<file path="src/rtl/dmem_arb_pkg.sv">
// Shared definitions for the data-memory arbiter: FSM state encodings and
// the default parameter values used by dmem_arb.
package dmem_arb_pkg;

    typedef enum logic [1:0] {
        IDLE = 2'd0,
        OWN0 = 2'd1,
        OWN1 = 2'd2
    } state_t;

    localparam int WIDE_DEF  = 32;
    localparam int BURST_DEF = 4;

endpackage

</file>
<file path="src/rtl/dmem_arb_mux2.sv">
// Generic two-input multiplexer library part (a when sel=0, b when sel=1).
module mux2 #(
    parameter int W = 1
) (
    input  logic         sel,
    input  logic [W-1:0] a,
    input  logic [W-1:0] b,
    output logic [W-1:0] y
);

    assign y = sel ? b : a;

endmodule

</file>
<file path="src/rtl/dmem_arb.sv">
// Two-port data-memory arbiter: CPU (port 0) and coprocessor/DMA (port 1)
// share one memory with combinational read and clocked write. Ownership is
// held in a registered FSM; a burst counter bounds how long one port may keep
// the memory while the other waits, and a last-owner bit breaks ties.
module dmem_arb
    import dmem_arb_pkg::*;
#(
    parameter int wide  = WIDE_DEF,
    parameter int burst = BURST_DEF
) (
    input  logic            clk,
    input  logic            rst,
    input  logic            r0_req,
    input  logic            r0_we,
    input  logic [31:0]     r0_addr,
    input  logic [wide-1:0] r0_wd,
    output logic            r0_gnt,
    output logic [wide-1:0] r0_rd,
    input  logic            r1_req,
    input  logic            r1_we,
    input  logic [31:0]     r1_addr,
    input  logic [wide-1:0] r1_wd,
    output logic            r1_gnt,
    output logic [wide-1:0] r1_rd,
    output logic            hold,
    output logic            mem_we,
    output logic [31:0]     mem_a,
    output logic [wide-1:0] mem_d,
    input  logic [wide-1:0] mem_q
);

    // Last counter value before the owner must yield to a waiting port.
    localparam logic [7:0] CNT_MAX = 8'(burst - 1);

    state_t            state;
    logic              last;
    logic [7:0]        cnt;

    logic              sel;
    logic              active;
    logic              req_sel;
    logic              we_sel;
    logic [31:0]       addr_sel;
    logic [wide-1:0]   wd_sel;
    logic              other_req;
    state_t            other_own;

    // sel picks port 1 only while it owns; everything else defaults to port 0.
    assign sel       = (state == OWN1);
    assign active    = (state != IDLE);
    assign other_req = sel ? r0_req : r1_req;
    assign other_own = sel ? OWN0 : OWN1;

    mux2 #(.W(1)) u_mux_req (
        .sel (sel),
        .a   (r0_req),
        .b   (r1_req),
        .y   (req_sel)
    );

    mux2 #(.W(1)) u_mux_we (
        .sel (sel),
        .a   (r0_we),
        .b   (r1_we),
        .y   (we_sel)
    );

    mux2 #(.W(32)) u_mux_addr (
        .sel (sel),
        .a   (r0_addr),
        .b   (r1_addr),
        .y   (addr_sel)
    );

    mux2 #(.W(wide)) u_mux_wd (
        .sel (sel),
        .a   (r0_wd),
        .b   (r1_wd),
        .y   (wd_sel)
    );

    // The memory port is quiet in IDLE; a write needs the owner to be requesting.
    assign mem_we = active & req_sel & we_sel;
    assign mem_a  = active ? addr_sel : '0;
    assign mem_d  = active ? wd_sel   : '0;

    // Grants decode straight from the state register, so reset clears them at once.
    assign r0_gnt = (state == OWN0);
    assign r1_gnt = (state == OWN1);
    assign r0_rd  = r0_gnt ? mem_q : '0;
    assign r1_rd  = r1_gnt ? mem_q : '0;
    assign hold   = r0_req & ~r0_gnt;

    // Ownership FSM with tie-break bit and burst counter.
    always_ff @(posedge clk or posedge rst) begin
        if (rst) begin
            state <= IDLE;
            last  <= 1'b1;
            cnt   <= '0;
        end else begin
            case (state)
                IDLE: begin
                    cnt <= '0;
                    if (r0_req && r1_req) begin
                        state <= last ? OWN0 : OWN1;
                    end else if (r0_req) begin
                        state <= OWN0;
                    end else if (r1_req) begin
                        state <= OWN1;
                    end
                end
                OWN0, OWN1: begin
                    if (!req_sel) begin
                        // Owner released: hand over directly or fall back to IDLE.
                        last  <= sel;
                        cnt   <= '0;
                        state <= other_req ? other_own : IDLE;
                    end else if (other_req && (cnt == CNT_MAX)) begin
                        // Burst exhausted with a waiter: switch right after this access.
                        last  <= sel;
                        cnt   <= '0;
                        state <= other_own;
                    end else if (cnt != CNT_MAX) begin
                        // Saturating count keeps a lone requester from being preempted.
                        cnt <= cnt + 8'd1;
                    end
                end
                default: begin
                    state <= IDLE;
                    cnt   <= '0;
                end
            endcase
        end
    end

endmodule

</file>
<file path="config.mk">
export PLATFORM = sky130hd
export DESIGN_NAME = dmem_arb
export DESIGN_NICKNAME = d
export VERILOG_FILES = /design/src/rtl/dmem_arb_pkg.sv /design/src/rtl/dmem_arb_mux2.sv /design/src/rtl/dmem_arb.sv
export SDC_FILE = /design/constraint.sdc
export NUM_CORES = 1
export LEC_CHECK = 0
export BUFFER_PORTS_ARGS = -buffer_cell sky130_fd_sc_hd__buf_2
export CAP_MARGIN = 20
export CORE_AREA = 5 5 113 115
export DETAILED_ROUTE_END_ITERATION = 6
export DIE_AREA = 0 0 118 120
export SLEW_MARGIN = 15
export SYNTH_ARGS = -nofsm -noshare
export SYNTH_HDL_FRONTEND = slang
export SYNTH_SLANG_ARGS = --single-unit
</file>
<file path="constraint.sdc">
create_clock -name clk -period 5.07 [get_ports clk]
set_clock_uncertainty 0.2 [all_clocks]
set_input_delay 1.014 -clock clk [delete_from_list [all_inputs] [get_ports clk]]
set_output_delay 1.014 -clock clk [all_outputs]
set_load 0.02 [all_outputs]
</file>
==> metrics.yaml <==
timing:
  fmax_mhz: 284
  rsz0062_at_grt: "no"
  finalMaxSlewViolations: 0
  fin_setup_tns_ns: 0
  period_minus_slack_ns: 3.52
  finalHoldViolCount: 0
  setup_viol: 0
  fin_crit_sh_pct: 69.4
  tightest_slew_ns: 0.970
  slew_headroom_pct: 35.3
worst_setup_path:
  cp.required_ns: 3.86
  cp-start-kind: "register"
  arrival_ns: 2.31
  cp_slowest_stage_delay_ns: 0.83
  path_max_fanout: 36
  crit_path_end_kind: "output port"
  cp_cell_sequence: "inv_1 -> ha_1 -> mux2i_1 -> nor3_1 -> buf_2"
  criticalPathCategory: "reg -> out"
  crit_slowest_cell: "ha_1"
die:
  row_count: 40
  die_y_um: 120
  initial_core_util_pct: 18.2
  die_w_um: 118
  core_mm2: 0.0117
  boundaryPins: 298
  die-area_mm2: 0.0142
clock_network:
  clk_pin_slew_worst_paths_ns: 0.04
  numCtsBuffers: 3
  cts_resized: 0
  cts_hold_buf: 0
  clock-sinks: 11
  cts_root_buffer: "clkbuf_16"
  cts-htree-levels: 1
  clkLatencyLatePin_ns: 0.24
  clockBufferDepth: 2
  post-cts-setup-buffer-count: 0
  cts_tree: "done"
job:
  max-cap-violations: 0
logic_synthesis:
  synth_edf_count: 0
  syn_area_mm2: 0.00213
  synth_area_leaders: "mux2i_1 (32%), and2_1 (19%), nor2_1 (13%)"
  ys.flop_type: "dfrtp_1"
  syn_inst: 291
  ys_seq_area_share_pct: 13.0
  synth_area_per_cell_um2: 7.31
  ys_types: 29
  yosysTopAreaCell: "mux2i_1"
  synth_fp_nets: 464
  yosysWarnings: 0
  ys_async_sr_fraction_pct: 100
  synth_top_area_share_pct: 32.5
  ys_ff_latch: 11
global_route:
  grt_max_degree: 42
  overflow: 0
  grt_pass1_wl_um: 16500
  grt_pass1_vias: 3054
  grt_use_total_pct: 14.4
  antenna_found_initial: 3
pwr:
  p_total_w: 0.00204
  powerDensity_mw_per_mm2: 534
  peakVddDrop_mv: 0.246
  p_leak_nw: 2.31
route:
  vias: 3018
  wire_per_inst_um: 15.5
  drtAntennaViolNets: 0
  drtPass1Iterations: 4
  first_iter_violations: 64
  viasPerCell: 4.19
  drc: 0
  drt_wl_total_um: 11200
final_layout:
  fin_nets: 746
  area_growth_pct: 80.2
  drive_gt1_share_pct: 53.8
place:
  numPortBuffers: 297
  dp.final_hpwl_um: 9720
  gp_congestion: 0.782
outcome:
  status: "finished clean"
min_path:
  hp-class: "reg -> reg"
cells in the final DEF, fill, tap and decap left out:
cell       count
a21oi_1        3
a22oi_1        1
and2_1        65
and3_1         1
buf_12         1
buf_2        297
buf_4          1
clkbuf_1       1
clkbuf_16      3
dfrtp_1       10
dfstp_2        1
diode_2        2
ha_1           5
ha_2           1
ha_4           1
inv_1          5
mux2_1         3
mux2i_1       69
nand2_1        4
nand2b_1       4
nand3_1        1
nand3b_1       1
nand4_1        1
nor2_1        76
nor2b_1        3
nor3_1         1
nor4b_4        1
o21ai_0        2
o21ai_1        1
o32ai_1        1
or3_4          1
or4_4          1
xnor2_1        2
xor2_1         4
per-stage QoR:
| stage | hold WS, ns | instance area, um2 | worst slack (ns) | std cells | utilization, % |
|---|---|---|---|---|---|
| 2_1_floorplan | 0.328 | 2130 | 1.94 | 291 | - |
| 3_3_place_gp | 0.359 | 3750 | 1.76 | 715 | 32.0 |
| 3_5_place_dp | 0.370 | 3750 | 1.73 | 715 | 32.0 |
| 4_1_cts | 0.384 | 3820 | 1.46 | 719 | 32.7 |
| 5_1_grt | 0.422 | 3830 | 1.31 | 721 | 32.7 |
| 6_report | 0.379 | 3830 | 1.55 | 721 | 32.7 |
cell usage after synthesis (2+ instances only):
cell type	instances
o21ai_0	2
nand2_1	4
and2_1	65
ha_1	7
nor2b_1	3
buf_1	2
nand2b_1	4
inv_1	5
clkbuf_1	12
xor2_1	4
mux2_1	3
nor2_1	76
a21oi_1	3
buf_2	8
xnor2_1	2
dfrtp_1	10
mux2i_1	69
state kept, by name (all words and copies together) (netlist names):
register / cells
cnt: 8
state: 2
last: 1
cell type report:
class / count / area, um2
tap: 147 / 184
clock buffer: 4 / 78.8
sequential: 11 / 277
fill: 1294 / 7880
timing repair buffer: 299 / 1510
antenna: 2 / 5.00
inverter: 5 / 18.8
multi-input combinational: 253 / 1750
metal layers:
layer  routed length, um  vias up  GRT usage [%]
met4                 216        0           4.66
met5                   0        -              0
met2                5850      209           27.0
li1                    -     1516              -
met1                4030     1283           15.5
met3                1090       10           4.10
kinds of logic after synthesis:
logic type | Yosys count | synth area share (%)
AND/OR/NAND/NOR | 160 | 38.9
multiplexers | 72 | 34.1
buffers and inverters | 27 | 5.24
flip-flops | 11 | 13.0
AO/OA/AOI/OAI | 8 | 2.18
adder cells (fa/ha/maj) | 7 | 4.12
XOR/XNOR | 6 | 2.47
final timing paths:
kind | startpoint | to | slack [ns] | depth (start not counted)
setup reg to reg | state[0] | state[1] | 2.32 | 7
max in group asynchronous | rst | last | 3.77 | 2
min in group asynchronous | rst | cnt[4] | 0.57 | 2
hold reg to reg | cnt[1] | cnt[1] | 0.38 | 2
hold / removal | cnt[1] | cnt[1] | 0.38 | 2
setup / recovery | state[0] | mem_we | 1.55 | 5
critical path: cells and delay by family (launching register included):
kind          cells  cell delay (ns)
mux               1             0.25
buf+inv           2             0.38
fa+ha+maj         1             0.83
flops             1             0.40
simple gates      1             0.21
power breakdown:
group	total [W]	internal, W	switching [W]	leakage, nW
Sequential	0.000123	0.000107	0.0000163	0.146
Combinational	0.00178	0.000657	0.00112	2.13
Clock	0.000145	0.000106	0.0000391	0.0382
Total	0.00204	0.000870	0.00117	2.31
No activity file was read; power rests on OpenSTA's default activity.
